`src/rtl/pixel_block_collector.sv`:
```
// Ping-pong serial-to-parallel block assembler: packs NUM_INTEGERS pixel samples
// into one flat bus. One bank fills while the other is held for the downstream converter.
module pixel_block_collector #(
  parameter int INPUT_BITS   = 8,
  parameter int NUM_INTEGERS = 64,
  parameter int IDX_BITS     = $clog2(NUM_INTEGERS)
) (
  input  logic                             clk,
  input  logic                             rst_n,
  input  logic [INPUT_BITS-1:0]            pix_in,
  input  logic                             pix_valid,
  input  logic                             pix_last,
  output logic                             pix_ready,
  output logic [NUM_INTEGERS*INPUT_BITS-1:0] integers,
  output logic                             blk_valid,
  input  logic                             blk_ready,
  output logic [IDX_BITS-1:0]              fill_idx,
  output logic                             err_align,
  input  logic                             err_clr
);

  localparam logic [IDX_BITS-1:0] LAST_IDX = IDX_BITS'(NUM_INTEGERS - 1);

  typedef logic [NUM_INTEGERS-1:0][INPUT_BITS-1:0] block_t;

  block_t              bank_data [2];
  logic [1:0]          full_q, full_d;
  logic                wr_bank_q, wr_bank_d;
  logic                rd_bank_q, rd_bank_d;
  logic [IDX_BITS-1:0] fill_idx_q, fill_idx_d;
  logic                err_q, err_d;

  logic accept, release_blk, at_last, early_last, missing_last, complete;

  // NOTE: every signal written here gets a default first, so no path through
  // the block leaves a value unassigned and no latch is inferred.
  always_comb begin
    full_d      = full_q;
    wr_bank_d   = wr_bank_q;
    rd_bank_d   = rd_bank_q;
    fill_idx_d  = fill_idx_q;
    err_d       = err_q;

    accept       = pix_valid && !full_q[wr_bank_q];
    release_blk  = full_q[rd_bank_q] && blk_ready;
    at_last      = (fill_idx_q == LAST_IDX);
    early_last   = accept && pix_last && !at_last;
    missing_last = accept && !pix_last && at_last;
    complete     = accept && at_last;

    // Completing and releasing always target different banks: a filling bank is
    // never full, a releasing bank always is.
    if (complete) begin
      full_d[wr_bank_q] = 1'b1;
      wr_bank_d         = ~wr_bank_q;
    end
    if (release_blk) begin
      full_d[rd_bank_q] = 1'b0;
      rd_bank_d         = ~rd_bank_q;
    end

    if (accept) begin
      if (at_last || pix_last) fill_idx_d = '0;
      else                     fill_idx_d = fill_idx_q + IDX_BITS'(1);
    end

    // A new framing error takes priority over a simultaneous clear.
    if (early_last || missing_last) err_d = 1'b1;
    else if (err_clr)               err_d = 1'b0;
  end

  always_ff @(posedge clk or negedge rst_n) begin
    if (!rst_n) begin
      full_q     <= '0;
      wr_bank_q  <= 1'b0;
      rd_bank_q  <= 1'b0;
      fill_idx_q <= '0;
      err_q      <= 1'b0;
    end else begin
      full_q     <= full_d;
      wr_bank_q  <= wr_bank_d;
      rd_bank_q  <= rd_bank_d;
      fill_idx_q <= fill_idx_d;
      err_q      <= err_d;
    end
  end

  // NOTE: the bank storage is reset on purpose so the output bus reads zero out
  // of reset and no data from before a reset can ever be presented downstream.
  always_ff @(posedge clk or negedge rst_n) begin
    if (!rst_n) begin
      bank_data <= '{default: '0};
    end else if (accept && !early_last) begin
      bank_data[wr_bank_q][fill_idx_q] <= pix_in;
    end
  end

  // All outputs come straight from state registers; no input reaches them combinationally.
  assign pix_ready = !full_q[wr_bank_q];
  assign blk_valid = full_q[rd_bank_q];
  assign integers  = bank_data[rd_bank_q];
  assign fill_idx  = fill_idx_q;
  assign err_align = err_q;

endmodule

```
`config.mk`:
```
export PLATFORM = sky130hd
export DESIGN_NAME = pixel_block_collector
export DESIGN_NICKNAME = d
export VERILOG_FILES = /design/src/rtl/pixel_block_collector.sv
export SDC_FILE = /design/constraint.sdc
export NUM_CORES = 1
export LEC_CHECK = 0
export ABC_CLOCK_PERIOD_IN_PS = 2300
export BUFFER_PORTS_ARGS = -buffer_cell sky130_fd_sc_hd__buf_2
export CAP_MARGIN = 20
export CELL_PAD_IN_SITES_DETAIL_PLACEMENT = 1
export CELL_PAD_IN_SITES_GLOBAL_PLACEMENT = 1
export CORE_MARGIN = 2
export CORE_UTILIZATION = 44
export DETAILED_ROUTE_END_ITERATION = 7
export PLACE_DENSITY = 0.83
export SLEW_MARGIN = 0
export SYNTH_ARGS = -nofsm -noshare
export SYNTH_HDL_FRONTEND = slang
export SYNTH_SLANG_ARGS = --single-unit
```
`constraint.sdc`:
```
create_clock -name clk -period 2.3 [get_ports clk]
set_input_delay 0.23 -clock clk [delete_from_list [all_inputs] [get_ports clk]]
set_output_delay 0.23 -clock clk [all_outputs]
set_load 0.02 [all_outputs]
```
# Word-level counts from Yosys, hierarchy flattened
# Cells that the tools add are included.
[classes]
n_addsub = 1
order_cmp = 9
eq_ne = 1
muxes = 21
bitwise = 7
reduce_logical = 19
[op_table]
columns = ["operator", "count"]
rows = [
  ["$mux W512", 4],
  ["$bwmux W1024", 1],
  ["$demux W512 S1", 1],
  ["$demux W8 S6", 1],
  ["$logic_and A1 B1 Y1", 12],
  ["$mux W1", 8],
  ["$mux W8", 1],
  ["$lt A6 B7 Y1 const B", 1],
  ["$add A6 B1 Y6 const B", 1],
  ["$eq A6 B6 Y1 const B", 1],
  ["$ge A6 B1 Y1 const B", 1],
  ["$mux W6", 1],
  ["$ge A2 B2 Y1 const B", 2],
  ["$logic_not A1 Y1", 4],
  ["$lt A1 B2 Y1 const B", 2],
  ["$mux W2", 2],
  ["$not A1 Y2", 2],
  ["$and A2 B2 Y2", 1],
  ["$demux W1 S1", 2],
  ["$ge A1 B1 Y1 const B", 2],
  ["$logic_or A1 B1 Y1", 2],
  ["$lt A2 B1 Y1 const B", 1],
  ["$not A1 Y1", 2],
  ["$not A2 Y2", 1],
  ["2 further kinds", 2],
]
[word_totals]
ff_bits = 1035
inputBits = 14
output_inout_bits = 521

# Longest topological paths before layout
# Gate-level depths: netlist of the first run.
[depth]
depth_word = 8
mapped_depth = 7

# Worst setup path after synthesis of the first run
# No wires, ideal clock.
[synth_timing]
kind = "register to register"
startpoint = "register fill_idx_q[0] (netlist: fill_idx[0])"
endpoint = "register bank_data[992] (netlist bit)"
setup_ps = 125
arrival_ps = 2205
t_required_ps = 2175
slack_ps = -30
path_stages_with_launch = 7
path_buffers = 2
synth_period_minus_slack_ps = 2330
path_cell_list = "dfrtp_1 ha_1 a21boi_0 buf_2 buf_4 nor4b_4 mux2_2"
[synth_via]
elab_chain_len = 7
[synth_lines]
columns = ["element", "line", "rtl"]
rows = [
  ["from (decl)", "30", "logic [IDX_BITS-1:0] fill_idx_q, fill_idx_d;"],
  ["from (signal assigned)", "83", "fill_idx_q <= fill_idx_d;"],
  ["$lt A6 B7 Y1 (not written as such) / $ge A6 B1 Y1 (equally long branches)", "94", "bank_data[wr_bank_q][fill_idx_q] <= pix_in;"],
  ["$logic_and A1 B1 Y1 (not written as such)", "94", ""],
  ["$mux W8 (not written as such)", "94", ""],
  ["$demux W8 S6", "94", ""],
  ["$mux W512 (not written as such)", "94", ""],
  ["$demux W512 S1", "94", ""],
  ["$bwmux W1024", "94", ""],
  ["to (signal, indexed assignment)", "94", ""],
  ["to (decl)", "26", "block_t bank_data [2];"],
]
# Parallel ways exist; a longest one is shown, timed or not.
# A chain may end at the register's enable or synchronous reset.

# Final worst setup path of the first run
[layout_timing]
startpoint = "register rd_bank_q"
endpoint = "output port integers[508]"
[layout_via]
elab_chain_len = 4
[layout_lines]
columns = ["element", "line", "rtl"]
rows = [
  ["from (decl)", "29", "logic rd_bank_q, rd_bank_d;"],
  ["from (signal assigned)", "82", "rd_bank_q <= rd_bank_d;"],
  ["$not A1 Y2 (not written as such)", "101", "assign integers = bank_data[rd_bank_q];"],
  ["$mux W512 (not written as such) (3 in a row)", "101", ""],
  ["to (decl)", "14", "output logic [NUM_INTEGERS*INPUT_BITS-1:0] integers,"],
]
# No other way between the ends. The select of a mux whose other input is x is not followed.

==> reports/metrics.cfg, run 1 <==
[detailed_routing]
dr_total_vias=29100
drtIter0Drc=1394
vias_per_cell=5.63
wl_per_cell_um=29.0
dr.pass1.iters=5
ant_nets=0
drc=0
drt-total-wl_um=150000

[critical_path]
critPathLaunch=rd_bank_q$_DFFE_PN0N_
r2r_cells=5
cpMostUsedCell=buf_16
timing.rr.start=fill_idx[1]$_DFFE_PN0N_
crit_type=reg -> out
critical_path.max_stage_delay_ps=500
crit_path_start_kind=flip-flop
worst-path-buf-inv=4
cp.required_ps=2070
setup.worst_path.end_class=output port
rr_endpoint=bank_data[275]$_DFFE_PN0P_
reg2reg_slack_ps=-60
crit_chain=buf_16 -> buf_12 -> buf_16 -> mux2_2 -> buf_2
arrival_ps=2320
cp_max_fo=39
path_delay_family=buffers and inverters
cp_slowest_cell=dfrtp_4

[synthesis]
syn_nets=3040
synth_seq_area_share=0.557
postSynth.asyncResetShare=1.00
synth_cells=3025
yosysWarnings=0
synth_cell_types=46
avgSynthCellArea_um2=15.4
synth-edff-count=0
synth_flop_cell=dfrtp_1
synth_area_leaders=dfrtp_1 56%, mux2_2 37%, nand4_2 1.6%
synthesis.area_um2=46500
synth_top_cell_area_share=0.557
yosysTopAreaCell=dfrtp_1
synth-seq-cells=1035

[global_routing]
grt_max_degree=100
gr-usage-all-layers=0.270
grt_first_pass_wirelength_um=219000
antenna_found_initial=5
grt.overflow.total=0
grt_pass1_vias=32700

[floorplan]
rows=119
die_x_um=329
start_util=0.442
die-area_um2=108000
io_pins=535
core_um2=105000
die-height_um=329

[final_layout]
drive_gt1_frac=0.690
final_cells=5171
nets=3714
final_cell_mix=1515 x mux2_2, 1032 x dfrtp_1, 474 x buf_2, 210 x buf_4, 118 x clkbuf_16
final_common_cell=mux2_2
final_area_um2=57200
area_growth_pct=23.1
final.fill_count=9988

[sta]
setup_viol=580
fin_worst_skew_ps=36.5
period_needed_ps=2550
hold_violations=0
worst_pin_slew_ps=1100
max_freq_mhz=392
period_share=1.11
hold-worst-slack_ps=58.0
rsz0062_at_grt=yes
relSlewSlack=0.264
fin_ws_ps=-251
slew_viol_final=0

[flow_run]
maxCapViolCount=0

[worst_hold_path]
hp-start=pix_last
min_to=err_align$_DFFE_PN0P_
hold_depth=4
min_path_type=in -> reg

[placed_design]
placed_cells=4941
portBuffers=534
dpl_cell_area_um2=52700
place_congestion=0.789
post-place-ws_ps=2.56
dp_hpwl_um=95000

[clocking]
clkTransAtPathRegs_ps=70
cts-root-buf=clkbuf_16
clk_latency_ps=710
numCtsBuffers=109
cts_tree=yes
htree_levels=3
numClockSinks=1035
clockBufferDepth=3

[power_and_ir_drop]
vdd_drop_max_mv=0.597
power.leakage_uw=0.0306
power.density_nw_per_um2=731

[status]
status=complete, but fails checks
failed_checks=negative setup slack

power breakdown:
group	total, µW	switching [µW]	internal, µW	leakage, µW
Clock	17400	7460	9980	0.00171
Sequential	19400	435	19000	0.0143
Combinational	4980	3060	1920	0.0146
registers in the layout, summed over array words and instances, names as in the netlist:
signal	flops
bank_data	1024
err_align	1
fill_idx	6
full_q	2
rd_bank_q	1
wr_bank_q	1
cell families (layout without fill, tap and decap cells):
group           count (synthesis)  count (layout)  synth area share
xor+xnor                        1               1          0.000188
buf+inv                       250            1004            0.0233
simple gates                  181             181            0.0438
compound gates                 19              19           0.00285
fa+ha+maj                       1               1          0.000269
flops                        1035            1035             0.557
other cells                     0               1                 0
mux                          1538            1538             0.373
worst max-delay path by stage:
stage / end / slack (ps) / depth (start not counted)
6_report: integers[508] / -250 / 5
5_1_grt: integers[508] / -300 / 5
4_1_cts: integers[508] / -300 / 4
3_5_place_dp: bank_data[793]$_DFFE_PN0P_ / 3 / 5
3_3_place_gp: bank_data[997]$_DFFE_PN0P_ / -80 / 5
2_1_floorplan: bank_data[992]$_DFFE_PN0P_ / 40 / 6
tightest hold or removal path: stages:
cell and delay (ps):
buf_2 110, buf_4 170, nand3_1 90, o221ai_1 100
metal layers:
layer,part of all wire,GRT usage,up-vias
met4,0.038,0.108,6
met5,0.00025,0,-
met2,0.49,0.450,752
li1,-,-,12400
met3,0.051,0.0517,268
met1,0.42,0.348,15700
layout make-up:
class	instances	area [µm²]	share of cell area
inverters	6	25.0	0.000437
multi-input cells	1740	19700	0.345
diodes	1	2.50	0.0000437
repair buffers	807	6360	0.111
flip-flops and latches	1035	25900	0.453
clock inverters	28	284	0.00496
clock buffers	163	3190	0.0558
well taps	1391	1740	0.0304
metrics by stage:
step	TNS, ps	total power, µW	util
6_report	-92890	41800	0.545
5_1_grt	-137200	43200	0.545
4_1_cts	-113630	42100	0.539
3_5_place_dp	0	24600	0.501
3_3_place_gp	-2540	24400	0.501
2_1_floorplan	0	22300	-
synth_stat cells (6+ instances only):
cell type / count
mux2_2: 1531
dfrtp_1: 1035
clkbuf_1: 175
nand4_2: 58
buf_2: 44
nand4_1: 44
buf_4: 20
nor4_4: 16
nor4b_4: 11
mux2_1: 6
nor4bb_1: 6
what timing repair did:
action                     CTS  global route
cloned                       7             9
hold endpoints to repair   395             0
setup endpoints to repair  535           772
hold buffers                 4             0
setup buffers               10             8
resized for setup           60            59
No activity file was read; power rests on OpenSTA's default activity.
==> run 2: changes to the inputs <==
ABC_CLOCK_PERIOD_IN_PS = 2500   (was 2300)
CORE_UTILIZATION = 49   (was 44)
PLACE_DENSITY = 0.87   (was 0.83)
clock period = 2.5 ns   (was 2.3 ns; I/O delays follow)
==> run 2 against run 1 <==
  * The flow still finishes with violations (negative setup slack)
  * Hold slack worse by 14 ps
  * Register-to-register slack improved by 120 ps
  * Final cell count is 3.4% lower
==> reports/metrics.cfg, run 2 (same netlist as run 1, synthesis figures left out) <==
[critical_path]
reg2reg_slack_ps=60
crit_type=reg -> out
crit_path_start_kind=flip-flop
setup.worst_path.end_class=output port
arrival_ps=2360
cp.required_ps=2250
r2r_cells=5
cp_max_fo=12

[global_routing]
gr-usage-all-layers=0.305
antenna_found_initial=2
grt_use_met3=0.0566
grt.busiest_layer=met2
use_met1=0.378
grt_first_pass_wirelength_um=223000
use_met2=0.521
grt_max_degree=129
grt.overflow.total=0
grt_pass1_vias=33000

[sta]
relSlewSlack=0.463
hold-worst-slack_ps=44.4
period_needed_ps=2610
worst_pin_slew_ps=805
setup-tns-final_ps=-7000
max_freq_mhz=384
fin_ws_ps=-107
hold_violations=0
slew_viol_final=0
rsz0062_at_grt=yes
period_share=1.04
setup_viol=224
fin_worst_skew_ps=19.8

[floorplan]
start_util=0.497
die-area_um2=97400
rows=112
io_pins=535
die-height_um=312
die_x_um=312
core_um2=93600

[clocking]
htree_levels=3
cts-root-buf=clkbuf_16
clk_latency_ps=690
clockBufferDepth=3
numClockSinks=1035
cts_tree=yes
clkTransAtPathRegs_ps=70
numCtsBuffers=109

[power_and_ir_drop]
power.density_nw_per_um2=700
power.leakage_uw=0.0304
power.internal_uw=29400
pwr-share-comb=0.115
clkPwrFrac=0.434
p_switching_uw=10200
p_seq_frac=0.451
switching_share=0.258
vdd_drop_max_mv=0.539

[final_layout]
top_register=bank_data
final_cells=4996
final_common_cell=mux2_2
multi_input_area_um2=19700
area_growth_pct=21.4
final.fill_count=8697
largest_reg_flops=1024
final_cell_mix=1524 x mux2_2, 1034 x dfrtp_1, 494 x buf_2, 175 x buf_4, 117 x clkbuf_16
fin_util=0.603
drive_gt1_frac=0.688
ff_latch_area_um2=25900
antennaDiodeCount=0
nets=3670

[placed_design]
post-place-ws_ps=94.1
portBuffers=534
place_congestion=0.789
dp_hpwl_um=95300
placed_cells=4775

[worst_hold_path]
min_path_type=in -> reg
hold_depth=3

[detailed_routing]
ant_nets=0
dr_total_vias=29400
drt-total-wl_um=152000
drtIter0Drc=1726
dr.pass1.iters=7
wl_per_cell_um=30.3
vias_per_cell=5.88
drc=0

[status]
status=complete, but fails checks
failed_checks=negative setup slack

[flow_run]
maxCapViolCount=0

[run 2: cell types whose count changed in the layout (fill, tap and decap cells not counted), moves of 3 or more]
| cell | previous run | this run |
|---|---|---|
| bufbuf_16 | 3 | 0 |
| bufinv_16 | 4 | 11 |
| buf_2 | 474 | 494 |
| mux2_2 | 1515 | 1524 |
| buf_6 | 17 | 26 |
| mux2_4 | 17 | 8 |
| buf_16 | 15 | 12 |
| buf_12 | 69 | 40 |
| clkbuf_8 | 24 | 31 |
| buf_4 | 210 | 175 |
| clkbuf_1 | 29 | 22 |
[run 2: timing repair]
action | CTS | global route
hold buffers | 4 | 0
buffers inserted | 4 | 1
endpoints found under the setup margin | 499 | 411
endpoints found under the hold margin | 404 | 0
pin swaps | 0 | 0
gates cloned | 5 | 9
resized for setup | 24 | 75
[run 2: per-layer routing]
metal,up-vias,routed length (µm)
li1,12300,-
met1,15800,60900
met2,880,76300
met3,331,7140
met4,2,7180
met5,-,13
[run 2: layout make-up]
type | instances | share of cell area
flip-flops and latches | 1035 | 0.459
multi-input cells | 1740 | 0.349
repair buffers | 763 | 0.0972
clock buffers | 164 | 0.0582
well taps | 1254 | 0.0278
clock inverters | 34 | 0.00871
inverters | 6 | 0.000443
[run 2: path summary, 6_finish.rpt]
check	startpoint	end
min in group asynchronous	rst_n	bank_data[446]$_DFFE_PN0P_
hold reg to reg	bank_data[974]$_DFFE_PN0P_	bank_data[974]$_DFFE_PN0P_
setup reg to reg	fill_idx[0]$_DFFE_PN0N_	bank_data[715]$_DFFE_PN0P_
max in group asynchronous	rst_n	bank_data[783]$_DFFE_PN0P_
setup / recovery	rd_bank_q$_DFFE_PN0N_	integers[348]
hold / removal	pix_valid	wr_bank_q$_DFFE_PN0N_
[run 2: power by group through the flow]
stage | logic (µW) | registers [µW] | clock network, µW
detailed placement | 4480 | 18100 | 0
CTS | 4540 | 17800 | 17300
global placement | 4350 | 18000 | 0
floorplan | 2570 | 18000 | 0
finish | 4540 | 17800 | 17200
global route | 4770 | 17900 | 18000
[run 2: through the flow]
stage | cell area [µm²] | power [µW]
final | 56500 | 39500
after global routing | 56500 | 40700
after CTS | 56100 | 39700
after detailed placement | 52000 | 22600
after global placement | 51900 | 22400
after floorplan | 46500 | 20600
[run 2: critical path, stage by stage (launching register included)]
cell     delay, ps
dfrtp_4        450
buf_12         170
buf_4          140
buf_12         160
buf_16         160
mux2_2         390
buf_2          170
==> run 3: changes to the inputs <==
--- a/constraint.sdc
+++ b/constraint.sdc
@@ -3,2 +3,2 @@
 set_output_delay 0.25 -clock clk [all_outputs]
-set_load 0.02 [all_outputs]
+set_load 0.005 [all_outputs]
==> run 3 against run 2 <==
  * The flow still finishes with violations (negative setup slack)
  * Cell area hardly changed
  * Sequential share of layout area about the same
  * Setup slack gained 85 ps
  * Power down 2.1%
  * Critical path depth is 2 lower
  * Hold slack improved by 31 ps
  * Clock skew is essentially flat
  * Maximum frequency is 3.4% higher
  * Global-route usage increased by 0.45 points
  * Non-clock buffer count increased by 12
==> reports/metrics.cfg, run 3 (same netlist as run 1, synthesis figures left out) <==
[status]
status=complete, but fails checks
failed_checks=negative setup slack

[sta]
relSlewSlack=0.439
fin_worst_skew_ps=20.1
setup_viol=11
period_share=1.01
rsz0062_at_grt=yes
fin_ws_ps=-21.3
slew_viol_final=0
period_needed_ps=2520
hold-worst-slack_ps=75.4
max_freq_mhz=397
worst_pin_slew_ps=842
hold_violations=0

[placed_design]
dpl_cell_area_um2=52000
place_congestion=0.774
dp_hpwl_um=96500
placed_cells=4781
portBuffers=534

[clocking]
cts-root-buf=clkbuf_16
numClockSinks=1035
clkTransAtPathRegs_ps=60
clockBufferDepth=3
clk_latency_ps=710
htree_levels=3
cts_tree=yes
numCtsBuffers=110

[final_layout]
top_register=bank_data
largest_reg_flops=1024
final_common_cell=mux2_2
antennaDiodeCount=0
drive_gt1_frac=0.689
final_area_um2=56500
final_cells=5012
nets=3683
area_growth_pct=21.4
final_cell_mix=1518 x mux2_2, 1033 x dfrtp_1, 509 x buf_2, 174 x buf_4, 115 x clkbuf_16

[critical_path]
cp_slowest_cell=dfrtp_4
timing.rr.start=fill_idx[1]$_DFFE_PN0N_
cp.required_ps=2250
crit_path_start_kind=flip-flop
critical_path.max_stage_delay_ps=470
arrival_ps=2270
critPathLaunch=rd_bank_q$_DFFE_PN0N_
cp_max_fo=25
crit_type=reg -> out
path_delay_family=buffers and inverters
setup.worst_path.end_class=output port
crit_chain=buf_12 -> buf_6 -> mux2_2 -> buf_2
worst-path-buf-inv=3

[detailed_routing]
ant_nets=0
vias_per_cell=5.84
dr.pass1.iters=5
wl_per_cell_um=30.5
dr_total_vias=29200
drt-total-wl_um=153000
drtIter0Drc=1705
drc=0

[power_and_ir_drop]
vdd_drop_max_mv=0.604
power.leakage_uw=0.0305
power.density_nw_per_um2=686
p_total_uw=38700

[floorplan]
io_pins=535
rows=112
start_util=0.497
core_um2=93600
die-area_um2=97400
die-height_um=312
die_x_um=312

[worst_hold_path]
min_path_type=in -> reg
hp-start=pix_last

[global_routing]
grt_pass1_vias=33100
grt_max_degree=129
grt_first_pass_wirelength_um=226000
antenna_found_initial=2
gr-usage-all-layers=0.309
grt.overflow.total=0

[flow_run]
maxCapViolCount=0

==> run 3: cell types whose count changed in the layout (fill, tap and decap cells not counted), sizes merged <==
| cell | previous run | this run |
|---|---|---|
| buf | 753 | 766 |
| clkinvlp | 2 | 1 |
| clkinv | 17 | 27 |
| clkbuf | 170 | 164 |
==> run 3: cell type report <==
type | count | area [µm²]
clock buffer | 159 | 3190
clock inverter | 43 | 561
fill | 8821 | 37200
inverter | 6 | 27.5
multi-input combinational | 1740 | 19700
sequential | 1035 | 25900
tap | 1254 | 1570
timing repair buffer | 775 | 5490
==> run 3: power by group <==
group / switching, µW / internal [µW] / total, µW
Combinational: 2060 / 1720 / 3780
Clock: 7110 / 9990 / 17100
Sequential: 398 / 17400 / 17800
Total: 9570 / 29200 / 38700
==> run 3: metrics by stage <==
| stage | TNS [ps] | utilization | worst slack [ps] |
|---|---|---|---|
| finish | -83.1 | 0.603 | -21.3 |
| global route | -2590 | 0.603 | -59.6 |
| CTS | -8240 | 0.602 | -90.6 |
| detailed placement | 0 | 0.556 | 29.1 |
| global placement | 0 | 0.556 | 123 |
| floorplan | 0 | - | 288 |
==> run 3: worst paths after layout <==
path                                                   end  cells after the start  slack, ps
worst max-delay path                         integers[376]                      4        -20
min in group asynchronous       bank_data[504]$_DFFE_PN0P_                      2        210
max in group asynchronous       bank_data[571]$_DFFE_PN0P_                      3       1220
worst min-delay path                 err_align$_DFFE_PN0P_                      4         80
worst max register to register  bank_data[818]$_DFFE_PN0P_                      5        120
worst min register to register  bank_data[309]$_DFFE_PN0P_                      1        500
==> run 3: metal layers <==
layer,vias up,track usage,share of wire
li1,12300,-,-
met1,15700,0.384,0.40
met2,856,0.525,0.51
met3,333,0.0562,0.047
met4,4,0.146,0.048
met5,-,0,0.00016
==> run 3: tightest hold or removal path, cell delays in order <==
cell and delay, ps:
buf_2 110, buf_4 170, nand3_1 90, o221ai_1 100
==> run 3: repair_timing <==
| item | in CTS | in global routing |
|---|---|---|
| hold buffers | 4 | 0 |
| pin swaps | 0 | 1 |
| endpoints found under the setup margin | 503 | 192 |
| hold endpoints to repair | 49 | 0 |
| gates resized for setup | 52 | 12 |
| cloned | 5 | 4 |
| setup buffers | 14 | 6 |
